$ cat src/rtl/shift_serializer_if.sv
// -----------------------------------------------------------------------------
// shift_serializer_if
// Bundles the word-side handshake and the serial-side outputs of the
// parallel-to-serial transmitter.
//   DATA       W-bit parallel word offered by the sender
//   in_valid   DATA / msb_first are valid this cycle
//   msb_first  bit order for the offered word (1: MSB first)
//   in_ready   transmitter can take a word this cycle
//   ser_out    current serial bit
//   ser_valid  ser_out carries a bit (receiver shift enable)
//   ser_last   final bit of the current word
//   busy       shifter or holding buffer occupied
// Modports: master = word sender / serial observer, slave = transmitter.
// -----------------------------------------------------------------------------
interface shift_serializer_if #(
    parameter int W = 4
);
    logic [W-1:0] DATA;
    logic         in_valid;
    logic         msb_first;
    logic         in_ready;
    logic         ser_out;
    logic         ser_valid;
    logic         ser_last;
    logic         busy;

    modport master (
        output DATA, in_valid, msb_first,
        input  in_ready, ser_out, ser_valid, ser_last, busy
    );

    modport slave (
        input  DATA, in_valid, msb_first,
        output in_ready, ser_out, ser_valid, ser_last, busy
    );
endinterface

$ cat src/rtl/shift_serializer.sv
// -----------------------------------------------------------------------------
// shift_serializer
// Parallel-in / serial-out transmitter. Accepts W-bit words on a valid/ready
// handshake and emits them one bit per clock, LSB- or MSB-first (chosen per
// word). A one-entry holding buffer lets consecutive words stream with no
// idle cycle between the last bit of one word and the first of the next.
// Ports:
//   clk    system clock, rising edge
//   reset  synchronous active-high reset
//   bus    shift_serializer_if.slave (handshake in, serial stream out)
// -----------------------------------------------------------------------------
module shift_serializer #(
    parameter int W = 4
) (
    input  logic               clk,
    input  logic               reset,
    shift_serializer_if.slave  bus
);
    localparam int CW = $clog2(W);

    typedef enum logic {
        IDLE  = 1'b0,
        SHIFT = 1'b1
    } state_t;

    state_t         state_q;
    logic [CW-1:0]  cnt_q;
    logic [W-1:0]   shreg_q;
    logic           dir_q;
    logic [W-1:0]   hold_data_q;
    logic           hold_dir_q;
    logic           hold_full_q;
    logic           ser_out_q;
    logic           ser_valid_q;
    logic           ser_last_q;

    logic           accept;
    logic           last_bit;
    logic           load_from_hold;
    logic [W-1:0]   ld_data;
    logic           ld_dir;
    logic [W-1:0]   shift_d;

    // in_ready depends only on registered state, never on in_valid.
    assign accept   = bus.in_valid & ~hold_full_q;
    assign last_bit = (cnt_q == CW'(W - 1));

    always_comb begin
        // The held word has priority when the current word finishes; a
        // same-edge accept is impossible then because in_ready is low.
        load_from_hold = (state_q == SHIFT) & last_bit & hold_full_q;
        ld_data        = load_from_hold ? hold_data_q : bus.DATA;
        ld_dir         = load_from_hold ? hold_dir_q  : bus.msb_first;
        shift_d        = dir_q ? {shreg_q[W-2:0], 1'b0} : {1'b0, shreg_q[W-1:1]};
    end

    always_ff @(posedge clk) begin
        if (reset) begin
            state_q     <= IDLE;
            cnt_q       <= '0;
            shreg_q     <= '0;
            dir_q       <= 1'b0;
            hold_data_q <= '0;
            hold_dir_q  <= 1'b0;
            hold_full_q <= 1'b0;
            ser_out_q   <= 1'b0;
            ser_valid_q <= 1'b0;
            ser_last_q  <= 1'b0;
        end else begin
            case (state_q)
                IDLE: begin
                    if (accept) begin
                        // Word goes straight to the shifter; bit0 is
                        // presented on ser_out in the following cycle.
                        state_q     <= SHIFT;
                        shreg_q     <= ld_data;
                        dir_q       <= ld_dir;
                        cnt_q       <= '0;
                        ser_out_q   <= ld_dir ? ld_data[W-1] : ld_data[0];
                        ser_valid_q <= 1'b1;
                        ser_last_q  <= 1'b0;
                    end
                end

                SHIFT: begin
                    if (!last_bit) begin
                        shreg_q    <= shift_d;
                        cnt_q      <= cnt_q + CW'(1);
                        // Next bit is the one adjacent to the outgoing end.
                        ser_out_q  <= dir_q ? shreg_q[W-2] : shreg_q[1];
                        ser_last_q <= (cnt_q == CW'(W - 2));
                        if (accept) begin
                            hold_data_q <= bus.DATA;
                            hold_dir_q  <= bus.msb_first;
                            hold_full_q <= 1'b1;
                        end
                    end else if (hold_full_q || accept) begin
                        // Seamless reload: either the held word or a word
                        // accepted on this very edge.
                        shreg_q     <= ld_data;
                        dir_q       <= ld_dir;
                        cnt_q       <= '0;
                        ser_out_q   <= ld_dir ? ld_data[W-1] : ld_data[0];
                        ser_valid_q <= 1'b1;
                        ser_last_q  <= 1'b0;
                        if (load_from_hold) begin
                            hold_full_q <= 1'b0;
                        end
                    end else begin
                        state_q     <= IDLE;
                        cnt_q       <= '0;
                        ser_out_q   <= 1'b0;
                        ser_valid_q <= 1'b0;
                        ser_last_q  <= 1'b0;
                    end
                end

                default: begin
                    state_q <= IDLE;
                end
            endcase
        end
    end

    assign bus.in_ready  = ~hold_full_q;
    assign bus.ser_out   = ser_out_q;
    assign bus.ser_valid = ser_valid_q;
    assign bus.ser_last  = ser_last_q;
    assign bus.busy      = (state_q == SHIFT) | hold_full_q;

endmodule

$ cat src/flat_wrapper.sv
// flat-port wrapper written by rule: the top's interface ports become plain ports
module shift_serializer_flat 
#(
    parameter int W = 4
)
  (clk, reset, bus_DATA, bus_in_valid, bus_msb_first, bus_in_ready, bus_ser_out, bus_ser_valid, bus_ser_last, bus_busy);
  shift_serializer_if #(.W(W)) bus_i ();
  input  logic clk;
  input  logic reset;
  input wire logic [$bits(bus_i.DATA)-1:0] bus_DATA;
  input wire logic [$bits(bus_i.in_valid)-1:0] bus_in_valid;
  input wire logic [$bits(bus_i.msb_first)-1:0] bus_msb_first;
  output wire logic [$bits(bus_i.in_ready)-1:0] bus_in_ready;
  output wire logic [$bits(bus_i.ser_out)-1:0] bus_ser_out;
  output wire logic [$bits(bus_i.ser_valid)-1:0] bus_ser_valid;
  output wire logic [$bits(bus_i.ser_last)-1:0] bus_ser_last;
  output wire logic [$bits(bus_i.busy)-1:0] bus_busy;
  assign bus_i.DATA = bus_DATA;
  assign bus_i.in_valid = bus_in_valid;
  assign bus_i.msb_first = bus_msb_first;
  assign bus_in_ready = bus_i.in_ready;
  assign bus_ser_out = bus_i.ser_out;
  assign bus_ser_valid = bus_i.ser_valid;
  assign bus_ser_last = bus_i.ser_last;
  assign bus_busy = bus_i.busy;
  shift_serializer #(.W(W)) u_core (.clk(clk), .reset(reset), .bus(bus_i));
endmodule
$ cat config.mk
export PLATFORM = sky130hd
export DESIGN_NAME = shift_serializer_flat
export DESIGN_NICKNAME = d
export VERILOG_FILES = /design/src/rtl/shift_serializer_if.sv /design/src/rtl/shift_serializer.sv /design/src/flat_wrapper.sv
export SDC_FILE = /design/constraint.sdc
export NUM_CORES = 1
export LEC_CHECK = 0
export BUFFER_PORTS_ARGS = -buffer_cell sky130_fd_sc_hd__buf_4
export CORE_MARGIN = 2
export CORE_UTILIZATION = 40
export CTS_CLUSTER_SIZE = 25
export DETAILED_ROUTE_END_ITERATION = 10
export PLACE_DENSITY = 0.56
export SLEW_MARGIN = 20
export SYNTH_ARGS = -nofsm -noshare
export SYNTH_HDL_FRONTEND = slang
export SYNTH_SLANG_ARGS = --single-unit
$ cat constraint.sdc
create_clock -name clk -period 1.7 [get_ports clk]
set_clock_uncertainty 0.1 [all_clocks]
set_input_delay 0.17 -clock clk [delete_from_list [all_inputs] [get_ports clk]]
set_output_delay 0.17 -clock clk [all_outputs]
set_load 0.05 [all_outputs]
Word-level counts from Yosys, hierarchy flattened
Index checks and enable logic that the tools add are counted.

word-level totals
  output and inout port bits = 5
  memory bits (writable) = 0
  bits in registers = 17
  logic and storage cells = 66
  memory bits (read-only) = 0
  memories = 0
  bits in latches = 0
  bits of input ports = 8

cells by class
  reduce and logical (&&, ||, !) cells = 7
  add/sub/neg operators = 1
  mux-type cells = 33
  equality and inequality tests = 8
  $mul = 0
  divide/modulo/power cells = 0
  bitwise gates (word level) = 7
  shift-type cells = 0
  $lt $le $gt $ge = 0

operators with widths
  kind                                                                      number
  4-bit two-way mux                                                         5
  1-bit two-way mux                                                         19
  1-bit case mux with 2 select lines                                        5
  2-bit inequality test (second input constant)                             4
  4-bit case mux with 2 select lines                                        1
  3-bit AND reduction                                                       2
  2-bit equality test (second input constant)                               2
  2-bit two-way mux                                                         2
  2-bit case mux with 2 select lines                                        1
  2-bit AND reduction                                                       2
  4-bit AND reduction                                                       1
  1-bit AND                                                                 3
  3-bit inequality test (second input constant)                             1
  1-bit inverter                                                            3
  2-bit by 1-bit adder with 2-bit output (second input constant)            1
  2-bit by 1-bit inequality test with 1-bit output (second input constant)  1
  2-bit nonzero test                                                        1
  1-bit logical OR                                                          1
  1-bit OR                                                                  1

Depth between registers and ports, before layout
Gate-level depths: netlist of the first run.

  depth after elaboration = 8
  depth in mapped cells = 6
  depth with buffers taken out = 5

Worst setup path before layout of the first run
Ideal clock, no wire load.

  path kind = reg2reg
  start = register u_core.cnt_q[0]
  end = register u_core.hold_data_q[1]
  stages on the path, launching flop included = 7
  arrival = 1.201 ns
  path slack = 0.270 ns
  data required time = 1.471 ns
  library setup time = 0.129 ns
  path buffers = 1
  period minus slack after synthesis = 1.430 ns
  path through = dfxtp_1 -> ha_1 -> nand2b_1 -> buf_4 -> nor2_4 -> mux2i_1 -> nor2_1

between the ends
  word-level cells in the longest chain between the ends = 3

ends and longest elaborated chain
  what                           RTL line                text
  from (decl)                    shift_serializer.sv:27  logic [CW-1:0] cnt_q;
  from (signal assigned)         shift_serializer.sv:88  cnt_q <= cnt_q + CW'(1);
  2-bit equality test            shift_serializer.sv:46  assign last_bit = (cnt_q == CW'(W - 1));
  1-bit inverter (no line)       --
  3-bit AND reduction (no line)  --
  to (signal assigned)           shift_serializer.sv:93  hold_data_q <= bus.DATA;
  to (decl)                      shift_serializer.sv:30  logic [W-1:0] hold_data_q;

No other way between the ends.
A chain may end at the register's enable or synchronous reset.

Worst setup path after layout of the first run
  start = register u_core.state_q
  end = output port bus_busy

between the ends
  word-level cells in the longest chain between the ends = 1

ends and longest elaborated chain
  what                    RTL line                 text
  from (decl)             shift_serializer.sv:26   state_t state_q;
  from (signal assigned)  shift_serializer.sv:59   state_q <= IDLE;
  from (signal assigned)  shift_serializer.sv:75   state_q <= SHIFT;
  from (signal assigned)  shift_serializer.sv:110  state_q <= IDLE;
  1-bit OR                shift_serializer.sv:129  assign bus.busy = (state_q == SHIFT) | hold_full_q;
  to (decl)               flat_wrapper.sv:17       output wire logic [$bits(bus_i.busy)-1:0] bus_busy;

No other way between the ends.

==> PnR_summary.wiki, run 1 <==
{| class="wikitable"
! Metric !! Value
|-
| Nature of the critical path startpoint || flip-flop
|-
| Detail Placement HPWL || approximately 1.3 mm
|-
| Yosys top cell area share || 0.392
|-
| Non-Filler Cell Area, Final || between 1000 and 1500 µm²
|-
| Die Ht || ~51 µm
|-
| Antenna Violating Nets Remaining || 0
|-
| Worst flop-to-flop path startpoint || u_core.cnt_q[0]
|-
| Clock tree buffer depth || 2
|-
| Non-filler instance count after layout || around 140
|-
| Flip-flop cell with the highest count after synthesis || sky130_fd_sc_hd__dfxtp_1
|-
| Clock Root Buffer || sky130_fd_sc_hd__clkbuf_4
|-
| Port Buffers || 12
|-
| Min Hold Slack || between 0.03 and 0.04 ns
|-
| Synthesized flop and latch total || 17
|-
| Type of the worst min-delay path || in -> reg
|-
| Pins over their slew limit || 0
|-
| Post-route fraction of the period consumed by the critical path || 0.935
|-
| Unrepaired setup endpoints after global routing || no
|-
| Actual transition at the worst max-transition pin || approximately 0.3 ns
|-
| Initial DRC Count || 18
|-
| Final-report setup violation count || 0
|-
| Combined area of the multi-input logic cells || slightly below 500 µm²
|-
| Drt total wl || between 1.5 and 2 mm
|-
| Synthesis-to-finish area growth || 16.5%
|-
| # hold bufs at CTS || 0
|-
| Finished Core Util || 0.504
|-
| Sequential fraction of the synthesis area || 0.392
|-
| First-pass GRT wire length || about 3.1 mm
|-
| Worst Hold Launch || bus_DATA[1]
|-
| Fraction of registers with async set or reset after synthesis || 0
|-
| Crit. End Element || output port
|-
| Total placed instance area || roughly 1000 µm²
|-
| Row Count || 16
|-
| Net Count, Synth || roughly 110
|-
| CTS clk-pin slew, worst paths || 0.09 ns
|-
| Horiz. Die Dim || between 50 and 60 µm
|-
| Layout cell share with drive strength beyond 1 || 0.241
|-
| Full die area || between 2000 and 3000 µm²
|-
| Storage cell area || around 340 µm²
|-
| Routed wire length per instance || around 12 µm
|-
| DR pass1 iterations || 4
|-
| DRC viols || 0
|-
| Num CTS Buffers || 3
|-
| WP data required || approximately 1.4 ns
|-
| Count of cells along the worst register-to-register path || 5
|-
| Post-Syn Area || ~870 µm²
|-
| Total Routing Usage GR || 0.163
|-
| Leakage Power || roughly 0.4 nW
|-
| Overflow after GRT || 0
|-
| Maximum Capacitance Violations || 0
|-
| Category of the critical setup timing path || reg -> out
|-
| Cell Pwr Density || between 800 and 900 nW/µm²
|-
| Total Negative Setup Slacks || 0 ns
|-
| Final Hold Vio Count || 0
|-
| Worst skew pair latency || around 0.29 ns
|-
| Placement Setup Slack || approximately 0.085 ns
|-
| Fmax || between 600 and 700 MHz
|-
| # fillers || between 200 and 250
|-
| Clock tree from TritonCTS || done
|-
| Vias in the first global route || 700
|-
| Count of vias placed by the detailed router || about 740
|-
| Reg-to-reg slack, setup || approximately 0.15 ns
|-
| Worst EP arrival || around 1.3 ns
|-
| Number of enable-type register cells in the synthesized netlist || 0
|-
| Worst path setup slack after routing || between 0.1 and 0.15 ns
|-
| Worst Hold Path Cells || 3
|-
| Number of antenna violations at the first check in global routing || 0
|-
| Number of nets in the layout || between 100 and 150
|-
| Placer Congestion || 0.937
|-
| Power consumption || about 0.87 mW
|-
| Worst reg2reg endpoint || u_core.hold_data_q[2]
|-
| End of the worst hold path || u_core.hold_data_q[1]
|-
| I/O pin cnt || 13
|-
| Post-Synthesis Cells || roughly 100
|-
| Pin count of the biggest net entering global routing || 18
|-
| Largest registers ranked by flip-flop count || u_core.hold_data_q (4), u_core.shreg_q (4), u_core.cnt_q (2)
|-
| Status || complete, no violations
|-
| DP Cell Count || 139
|-
| Distinct cell type count of the synthesized netlist || 30
|-
| Clock period minus worst slack || roughly 1.6 ns
|-
| Diodes inserted || 0
|-
| Synth warnings || 0
|-
| Peak supply drop || about 0.00050 V
|-
| Placeable Area || 2000 µm²
|-
| Initial standard-cell utilization of the core || 0.433
|-
| Critical Path Fanout Max || 8
|-
| Headroom to the max-slew limit || 0.795
|-
| Dominant cell type by area after synthesis || sky130_fd_sc_hd__dfxtp_1
|-
| Number of clock sinks || 17
|-
| Syn avg cell area || between 8 and 9 µm²
|-
| Avg Vias per Cell || slightly above 5
|-
| Total number of H-tree levels || 1
|-
| Main area contributors after synthesis || sky130_fd_sc_hd__dfxtp_1, sky130_fd_sc_hd__mux2i_1, sky130_fd_sc_hd__a21oi_1
|}
==> worst max-delay path by stage <==
stage          depth (start not counted)            start                     to
5_1_grt                                5  u_core.cnt_q[1]  u_core.hold_data_q[2]
3_3_place_gp                           4  u_core.cnt_q[1]      u_core.shreg_q[0]
2_1_floorplan                          6  u_core.cnt_q[0]  u_core.hold_data_q[1]
4_1_cts                                5  u_core.cnt_q[1]  u_core.hold_data_q[2]
6_report                               3   u_core.state_q               bus_busy
3_5_place_dp                           5  u_core.cnt_q[1]  u_core.hold_data_q[2]
==> Yosys cell counts, types with 2 or more instances <==
| master | instances |
|---|---|
| sky130_fd_sc_hd__or2_2 | 2 |
| sky130_fd_sc_hd__o22ai_1 | 2 |
| sky130_fd_sc_hd__mux2i_1 | 7 |
| sky130_fd_sc_hd__a21oi_1 | 12 |
| sky130_fd_sc_hd__clkbuf_1 | 2 |
| sky130_fd_sc_hd__dfxtp_1 | 17 |
| sky130_fd_sc_hd__nor2_1 | 10 |
| sky130_fd_sc_hd__a211oi_2 | 2 |
| sky130_fd_sc_hd__buf_2 | 2 |
| sky130_fd_sc_hd__nand2b_1 | 2 |
| sky130_fd_sc_hd__nor3_1 | 6 |
| sky130_fd_sc_hd__a22o_1 | 2 |
| sky130_fd_sc_hd__o21ai_0 | 3 |
| sky130_fd_sc_hd__ha_1 | 2 |
| sky130_fd_sc_hd__o221a_1 | 2 |
| sky130_fd_sc_hd__nand2_1 | 13 |
| sky130_fd_sc_hd__inv_1 | 4 |
==> critical path: stages, from the launching register on <==
cell                      delay, ns
sky130_fd_sc_hd__dfxtp_1       0.39
sky130_fd_sc_hd__buf_4         0.18
sky130_fd_sc_hd__or2_2         0.26
sky130_fd_sc_hd__buf_4         0.19
==> repair_timing <==
item,CTS,global route
gates resized for setup,0,1
setup buffers,0,0
setup endpoints to repair,0,6
endpoints found under the hold margin,0,0
==> layout make-up <==
| cell class | count | share of cell area |
|---|---|---|
| Timing Repair Buffer | 14 | 0.104 |
| Inverter | 4 | 0.0149 |
| Clock buffer | 4 | 0.0260 |
| Tap cell | 27 | 0.0335 |
| Multi-Input combinational cell | 77 | 0.485 |
| Sequential cell | 17 | 0.337 |
==> power breakdown <==
group          total [mW]  internal [mW]  leakage [nW]  switching [mW]
combinational       0.199         0.0859         0.245           0.113
sequential          0.458          0.427         0.140          0.0303
clock               0.214         0.0914        0.0150           0.123
total               0.870          0.605         0.400           0.266
==> layer usage <==
metal / part of all wire / GRT usage / wire [µm]
met2: 0.43 / 0.232 / 762
met4: 0.0090 / 0.0541 / 16
met5: 0 / 0 / 0
met1: 0.51 / 0.223 / 905
met3: 0.049 / 0.0655 / 87
==> kinds of logic (layout without fill, tap and decap cells) <==
family | count (synthesis) | after routing | synth area share
buffers and inverters | 9 | 22 | 0.0462
muxes | 8 | 8 | 0.0938
AOI/OAI and AO/OA | 26 | 26 | 0.199
DFF | 17 | 17 | 0.393
and+or+nand+nor | 41 | 41 | 0.240
adders and majority gates | 2 | 2 | 0.0289
==> cell usage in the layout, fill, tap and decap left out, drive strengths merged, types with 3 or more instances in the layout <==
master / n
a211oi: 3
a21oi: 12
buf: 14
clkbuf: 4
dfxtp: 17
inv: 4
mux2i: 7
nand2: 14
nor2: 11
nor3: 7
o21ai: 4
Note: power is estimated with default switching activity, not from simulation.
==> run 2, diff against run 1 <==
--- a/config.mk
+++ b/config.mk
@@ -5,9 +5,10 @@
 export SDC_FILE = /design/constraint.sdc
 export NUM_CORES = 1
 export LEC_CHECK = 0
-export BUFFER_PORTS_ARGS = -buffer_cell sky130_fd_sc_hd__buf_4
+export BUFFER_PORTS_ARGS = -buffer_cell sky130_fd_sc_hd__buf_2
 export CORE_MARGIN = 2
 export CORE_UTILIZATION = 40
+export CTS_CLUSTER_DIAMETER = 150
 export CTS_CLUSTER_SIZE = 25
 export DETAILED_ROUTE_END_ITERATION = 10
 export PLACE_DENSITY = 0.56
==> run 2 against run 1 <==
Effect of this change: core utilization decreased by 1.5 points; final area decreased by 3.0%; largest power group unchanged; wire length decreased by 1.4%; setup slack improved by 0.023 ns; clock-buffer cell count unchanged; sequential power about the same; hold slack improved by 0.0041 ns; power decreased by 1.5%.
==> PnR_summary.wiki, run 2 (synthesized netlist as in run 1, its figures left out) <==
{| class="wikitable"
! Metric !! Value
|-
| Largest stage delay, worst path || 0.33 ns (was 0.39 ns)
|-
| Worst reg2reg endpoint || u_core.hold_data_q[2] (unchanged)
|-
| WP data required || 1.77 ns (was 1.43 ns)
|-
| Placer Congestion || 0.898 (was 0.937)
|-
| Port Buffers || 12 (unchanged)
|-
| Num CTS Buffers || 3 (unchanged)
|-
| Clock Root Buffer || sky130_fd_sc_hd__clkbuf_4 (unchanged)
|-
| Crit. End Element || flip-flop (was output port)
|-
| Layout cell share with drive strength beyond 1 || 0.241 (unchanged)
|-
| Count of cells along the worst register-to-register path || 5 (unchanged)
|-
| Unrepaired setup endpoints after global routing || no (unchanged)
|-
| Cell count along the critical path || 5 (was 3)
|-
| Antenna Violating Nets Remaining || 0 (unchanged)
|-
| Pin count of the biggest net entering global routing || 18 (unchanged)
|-
| Power consumption || 0.857 mW (was 0.870 mW)
|-
| Final Hold Vio Count || 0 (unchanged)
|-
| Clock period minus worst slack || 1.57 ns (was 1.59 ns)
|-
| Full die area || 2560 µm² (unchanged)
|-
| Family of cells with the greatest summed delay on the critical path || simple AND/OR/NAND/NOR gates (was flip-flops)
|-
| Worst setup path startpoint || u_core.cnt_q[0] (was u_core.state_q)
|-
| Number of buffers and inverters on the critical path || 0 (was 2)
|-
| DRC viols || 0 (unchanged)
|-
| Critical Path Fanout Max || 9 (was 8)
|-
| Min Hold Slack || 0.0407 ns (was 0.0366 ns)
|-
| Worst skew pair latency || 0.29 ns (about the same)
|-
| Row Count || 16 (unchanged)
|-
| Leakage Power || 0.391 nW (was 0.400 nW)
|-
| Number of antenna violations at the first check in global routing || 0 (unchanged)
|-
| Vias in the first global route || 685 (was 700)
|-
| Clock tree buffer depth || 2 (unchanged)
|-
| Most common cell after layout, fill and taps aside || sky130_fd_sc_hd__dfxtp_1 (unchanged)
|-
| Commonest cells after routing, fill and taps aside || sky130_fd_sc_hd__dfxtp_1, sky130_fd_sc_hd__nand2_1, sky130_fd_sc_hd__a21oi_1, sky130_fd_sc_hd__buf_2, sky130_fd_sc_hd__nor2_1 (was sky130_fd_sc_hd__dfxtp_1, sky130_fd_sc_hd__buf_4, sky130_fd_sc_hd__nand2_1)
|-
| Count of vias placed by the detailed router || 739 (was 737)
|-
| Total number of H-tree levels || 1 (unchanged)
|-
| Number of nets in the layout || 127 (unchanged)
|-
| Post-CTS sizing || 0 (unchanged)
|-
| Actual transition at the worst max-transition pin || 0.359 ns (was 0.306 ns)
|-
| Pins over their slew limit || 0 (unchanged)
|-
| Total Negative Setup Slacks || 0 ns (unchanged)
|-
| Placeable Area || 2000 µm² (unchanged)
|-
| Category of the critical setup timing path || reg -> reg (was reg -> out)
|-
| Nature of the critical path startpoint || flip-flop (unchanged)
|-
| Maximum Capacitance Violations || 0 (unchanged)
|-
| Headroom to the max-slew limit || 0.761 (was 0.795)
|-
| Die Ht || 50.6 µm (unchanged)
|-
| Clock tree from TritonCTS || done (unchanged)
|-
| Met3 Routed Length || 89 µm (was 87 µm)
|-
| Cell at the slowest stage of the critical path || sky130_fd_sc_hd__dfxtp_1 (unchanged)
|-
| Drt total wl || 1.75 mm (was 1.77 mm)
|-
| Number of clock sinks || 17 (unchanged)
|-
| # hold bufs at CTS || 0 (unchanged)
|-
| Total Routing Usage GR || 0.154 (was 0.163)
|-
| Non-Filler Cell Area, Final || 980 µm² (was 1010 µm²)
|-
| Critical path endpoint || u_core.hold_data_q[2] (was bus_busy)
|-
| Detail Placement HPWL || 1.33 mm (was 1.32 mm)
|-
| Worst EP arrival || 1.64 ns (was 1.32 ns)
|-
| Initial DRC Count || 13 (was 18)
|-
| Top layer in use || met4 (unchanged)
|-
| Peak supply drop || 0.000599 V (was 0.000499 V)
|-
| Overflow after GRT || 0 (unchanged)
|-
| Cell Pwr Density || 875 nW/µm² (was 862 nW/µm²)
|-
| I/O pin cnt || 13 (unchanged)
|-
| Status || complete, no violations (unchanged)
|-
| Worst Hold Path Cells || 3 (unchanged)
|-
| Total placed instance area || 951 µm² (was 981 µm²)
|-
| Type of the worst min-delay path || in -> reg (unchanged)
|-
| Initial standard-cell utilization of the core || 0.433 (unchanged)
|-
| Sum of routed wire segments on met1 || 902 µm (was 905 µm)
|-
| Worst flop-to-flop path startpoint || u_core.cnt_q[0] (unchanged)
|-
| Synthesis-to-finish area growth || 13.0% (was 16.5%)
|-
| CTS clk-pin slew, worst paths || 0.09 ns (about the same)
|-
| Final-report setup violation count || 0 (unchanged)
|-
| Reg-to-reg slack, setup || 0.13 ns (was 0.15 ns)
|-
| First-pass GRT wire length || 3.01 mm (was 3.13 mm)
|-
| Fmax || 638 MHz (was 629 MHz)
|-
| CP cell instances || ha_1, nand2b_2, nor2_4, mux2i_1, nor2_1 (was buf_4, or2_2, buf_4)
|-
| Largest registers ranked by flip-flop count || u_core.hold_data_q (4), u_core.shreg_q (4), u_core.cnt_q (2) (unchanged)
|-
| Routed wire length per instance || 12.2 µm (was 12.4 µm)
|-
| Post-route fraction of the period consumed by the critical path || 0.921 (was 0.935)
|-
| Avg Vias per Cell || 5.17 (was 5.15)
|-
| Routed length on met2 || 743 µm (was 762 µm)
|-
| DR pass1 iterations || 4 (unchanged)
|-
| Horiz. Die Dim || 50.6 µm (unchanged)
|-
| Post-CTS setup buffer count || 0 (unchanged)
|-
| Diodes inserted || 0 (unchanged)
|}
[run 2: cell types whose count changed in the layout (fill, tap and decap cells not counted)]
cell	previous run	this run
sky130_fd_sc_hd__buf_4	14	2
sky130_fd_sc_hd__buf_2	0	12
[run 2: worst min-delay path by stage]
stage                       endpoint        start  slack (ns)
4_1_cts        u_core.hold_data_q[3]  bus_DATA[3]        0.03
3_5_place_dp   u_core.hold_data_q[1]  bus_DATA[1]        0.34
5_1_grt        u_core.hold_data_q[3]  bus_DATA[3]        0.04
6_report       u_core.hold_data_q[3]  bus_DATA[3]        0.04
2_1_floorplan  u_core.hold_data_q[0]  bus_DATA[0]        0.21
3_3_place_gp   u_core.hold_data_q[1]  bus_DATA[1]        0.33
[run 2: final cells by class]
type	count	area [µm²]
Fill cell	211	1020
Multi-Input combinational cell	77	489
Sequential cell	17	340
Tap cell	27	33.8
Clock buffer	4	26.3
Timing Repair Buffer	14	75.1
Inverter	4	15.0
[run 2: where the power goes]
part | internal [mW] | switching, mW
clock | 0.0912 | 0.119
combinational | 0.0759 | 0.115
sequential | 0.427 | 0.0282
total | 0.594 | 0.263
[run 2: per-layer routing]
| layer | global-route usage | up-vias |
|---|---|---|
| met4 | 0.0405 | 0 |
| met5 | 0 | - |
| met1 | 0.209 | 336 |
| met3 | 0.0565 | 2 |
| li1 | - | 383 |
| met2 | 0.230 | 18 |
[run 2: stage by stage]
stage | worst slack (ns) | utilization | instances
6_report | 0.133 | 0.489 | 143
3_5_place_dp | 0.0647 | 0.475 | 139
3_3_place_gp | 0.131 | 0.475 | 139
4_1_cts | 0.0599 | 0.488 | 143
2_1_floorplan | 0.270 | - | 103
5_1_grt | 0.0197 | 0.489 | 143
[run 2: worst reg2reg max path, stage by stage, from the launching register on]
cell and delay, ns:
sky130_fd_sc_hd__dfxtp_1 0.33, sky130_fd_sc_hd__ha_1 0.28, sky130_fd_sc_hd__nand2b_2 0.30, sky130_fd_sc_hd__nor2_4 0.18
sky130_fd_sc_hd__mux2i_1 0.21, sky130_fd_sc_hd__nor2_1 0.06
==> run 3, diff against run 2 <==
--- a/config.mk
+++ b/config.mk
@@ -7,11 +7,11 @@
 export LEC_CHECK = 0
 export BUFFER_PORTS_ARGS = -buffer_cell sky130_fd_sc_hd__buf_2
 export CORE_MARGIN = 2
-export CORE_UTILIZATION = 40
+export CORE_UTILIZATION = 48
 export CTS_CLUSTER_DIAMETER = 150
 export CTS_CLUSTER_SIZE = 25
 export DETAILED_ROUTE_END_ITERATION = 10
-export PLACE_DENSITY = 0.56
+export PLACE_DENSITY = 0.66
 export SLEW_MARGIN = 20
 export SYNTH_ARGS = -nofsm -noshare
 export SYNTH_HDL_FRONTEND = slang
==> run 3 against run 2 <==
Effect of this change: final area down 0.77%; critical path depth down 2; maximum frequency down 1.7%; power about the same; core utilization up 8.0 points; clock power up 2%; hold slack worse by 0.0087 ns; flip-flop and latch count unchanged; critical path type is now reg -> out; critical endpoint is now bus_busy; largest power group unchanged.
==> PnR_summary.wiki, run 3 (synthesized netlist as in run 1, its figures left out) <==
{| class="wikitable"
! Metric !! Value
|-
| Status || complete, no violations (unchanged)
|-
| Cell-internal power || 0.589 mW (was 0.594 mW)
|-
| Post-route fraction of the period consumed by the critical path || 0.937 (was 0.921)
|-
| Avg Vias per Cell || 5.24 (was 5.17)
|-
| Post-CTS sizing || 0 (unchanged)
|-
| Sw Share || 0.313 (was 0.306)
|-
| Largest registers ranked by flip-flop count || u_core.hold_data_q (4), u_core.shreg_q (4), u_core.cnt_q (2) (unchanged)
|-
| Psw || 0.268 mW (was 0.263 mW)
|-
| Overflow after GRT || 0 (unchanged)
|-
| Clock tree from TritonCTS || done (unchanged)
|-
| Diodes inserted || 0 (unchanged)
|-
| Headroom to the max-slew limit || 0.786 (was 0.761)
|-
| Routed wire length per instance || 12.0 µm (was 12.2 µm)
|-
| Initial DRC Count || 15 (was 13)
|-
| DRC viols || 0 (unchanged)
|-
| Final Hold Vio Count || 0 (unchanged)
|-
| Pins over their slew limit || 0 (unchanged)
|-
| Worst skew pair latency || 0.29 ns (about the same)
|-
| Horiz. Die Dim || 46.5 µm (was 50.6 µm)
|-
| Peak supply drop || 0.000471 V (was 0.000599 V)
|-
| Post-CTS setup buffer count || 0 (unchanged)
|-
| Most common cell after layout, fill and taps aside || sky130_fd_sc_hd__dfxtp_1 (unchanged)
|-
| # hold bufs at CTS || 0 (unchanged)
|-
| Die Ht || 46.5 µm (was 50.6 µm)
|-
| Vias in the first global route || 686 (was 685)
|-
| Maximum Capacitance Violations || 0 (unchanged)
|-
| Type of the worst min-delay path || in -> reg (unchanged)
|-
| Power consumption || 0.858 mW (was 0.857 mW)
|-
| Count of vias placed by the detailed router || 734 (was 739)
|-
| Sequential share of power || 0.534 (was 0.532)
|-
| Part of the total power dissipated in combinational logic || 0.215 (was 0.223)
|-
| CTS clk-pin slew, worst paths || 0.10 ns (was 0.09 ns)
|-
| Clock tree buffer depth || 2 (unchanged)
|-
| Clock Root Buffer || sky130_fd_sc_hd__clkbuf_4 (unchanged)
|-
| Clock power share || 0.251 (was 0.246)
|-
| WP data required || 1.43 ns (was 1.77 ns)
|-
| Final-report setup violation count || 0 (unchanged)
|-
| Total number of H-tree levels || 1 (unchanged)
|-
| Total Negative Setup Slacks || 0 ns (unchanged)
|-
| Port Buffers || 12 (unchanged)
|-
| Pin count of the biggest net entering global routing || 18 (unchanged)
|-
| Worst EP arrival || 1.32 ns (was 1.64 ns)
|-
| Synthesis-to-finish area growth || 12.1% (was 13.0%)
|-
| Category of the critical setup timing path || reg -> out (was reg -> reg)
|-
| Crit. End Element || output port (was flip-flop)
|-
| Total Routing Usage GR || 0.203 (was 0.154)
|-
| DR pass1 iterations || 4 (unchanged)
|-
| Nature of the critical path startpoint || flip-flop (unchanged)
|-
| Commonest cells after routing, fill and taps aside || sky130_fd_sc_hd__dfxtp_1, sky130_fd_sc_hd__nand2_1, sky130_fd_sc_hd__a21oi_1, sky130_fd_sc_hd__buf_2, sky130_fd_sc_hd__nor2_1 (unchanged)
|-
| Clock period minus worst slack || 1.59 ns (was 1.57 ns)
|-
| Number of antenna violations at the first check in global routing || 0 (unchanged)
|-
| Min Hold Slack || 0.0319 ns (was 0.0407 ns)
|-
| Num CTS Buffers || 3 (unchanged)
|-
| Layout cell share with drive strength beyond 1 || 0.252 (was 0.241)
|-
| Placeable Area || 1710 µm² (was 2000 µm²)
|-
| Unrepaired setup endpoints after global routing || no (unchanged)
|-
| Cell Pwr Density || 882 nW/µm² (was 875 nW/µm²)
|-
| Number of clock sinks || 17 (unchanged)
|-
| First-pass GRT wire length || 2.91 mm (was 3.01 mm)
|-
| Detail Placement HPWL || 1.24 mm (was 1.33 mm)
|-
| Placer Congestion || 0.820 (was 0.898)
|-
| Placement Setup Slack || 0.116 ns (was 0.0647 ns)
|-
| Row Count || 15 (was 16)
|-
| I/O pin cnt || 13 (unchanged)
|-
| Antenna Violating Nets Remaining || 0 (unchanged)
|-
| Actual transition at the worst max-transition pin || 0.321 ns (was 0.359 ns)
|-
| Fmax || 627 MHz (was 638 MHz)
|-
| Initial standard-cell utilization of the core || 0.508 (was 0.433)
|-
| Critical Path Fanout Max || 10 (was 9)
|-
| Number of nets in the layout || 126 (was 127)
|-
| Drt total wl || 1.68 mm (was 1.75 mm)
|-
| Full die area || 2160 µm² (was 2560 µm²)
|-
| Leakage Power || 0.389 nW (was 0.391 nW)
|-
| Worst path setup slack after routing || 0.106 ns (was 0.133 ns)
|}
[run 3: cell types whose count changed in the layout (fill, tap and decap cells not counted), sizes merged]
cell | before | now
clkbuf | 4 | 3
buf | 14 | 13
clkinv | 0 | 1
[run 3: final timing paths]
kind         cells after the start                 from                     to  slack (ns)
max                              3       u_core.state_q               bus_busy        0.11
min reg2reg                      2  u_core.bus.ser_last    u_core.bus.ser_last        0.39
max reg2reg                      5      u_core.cnt_q[1]  u_core.hold_data_q[2]        0.18
min                              3        bus_msb_first      u_core.hold_dir_q        0.03
[run 3: critical path, stage by stage (launching register included)]
cell and delay (ns):
sky130_fd_sc_hd__dfxtp_2 0.38, sky130_fd_sc_hd__buf_4 0.17, sky130_fd_sc_hd__or2_2 0.26, sky130_fd_sc_hd__buf_2 0.21
[run 3: stage by stage]
| step | std cells | utilization | cell area (µm²) |
|---|---|---|---|
| after floorplan | 103 | - | 867 |
| after global placement | 136 | 0.551 | 941 |
| after detailed placement | 136 | 0.551 | 941 |
| after CTS | 140 | 0.567 | 968 |
| after global routing | 140 | 0.569 | 972 |
| final | 140 | 0.569 | 972 |
[run 3: layer usage]
metal,up-vias,share of wire,global-route usage
li1,385,-,-
met1,331,0.49,0.239
met2,12,0.44,0.306
met3,6,0.041,0.0941
met4,0,0.028,0.103
met5,-,0,0
[run 3: cell type report]
class	count	area [µm²]
sequential	17	342
inverter	4	15.0
fill	163	736
multi-input combinational	77	489
clock inverter	1	5.00
clock buffer	3	22.5
tap	25	31.3
timing repair buffer	13	67.6
[run 3: power by group through the flow]
stage,Clock [mW],Sequential (mW),Combinational (mW)
after CTS,0.231,0.456,0.185
after global placement,0,0.465,0.182
after floorplan,0,0.472,0.137
after global routing,0.247,0.462,0.205
after detailed placement,0,0.465,0.184
final,0.215,0.458,0.184
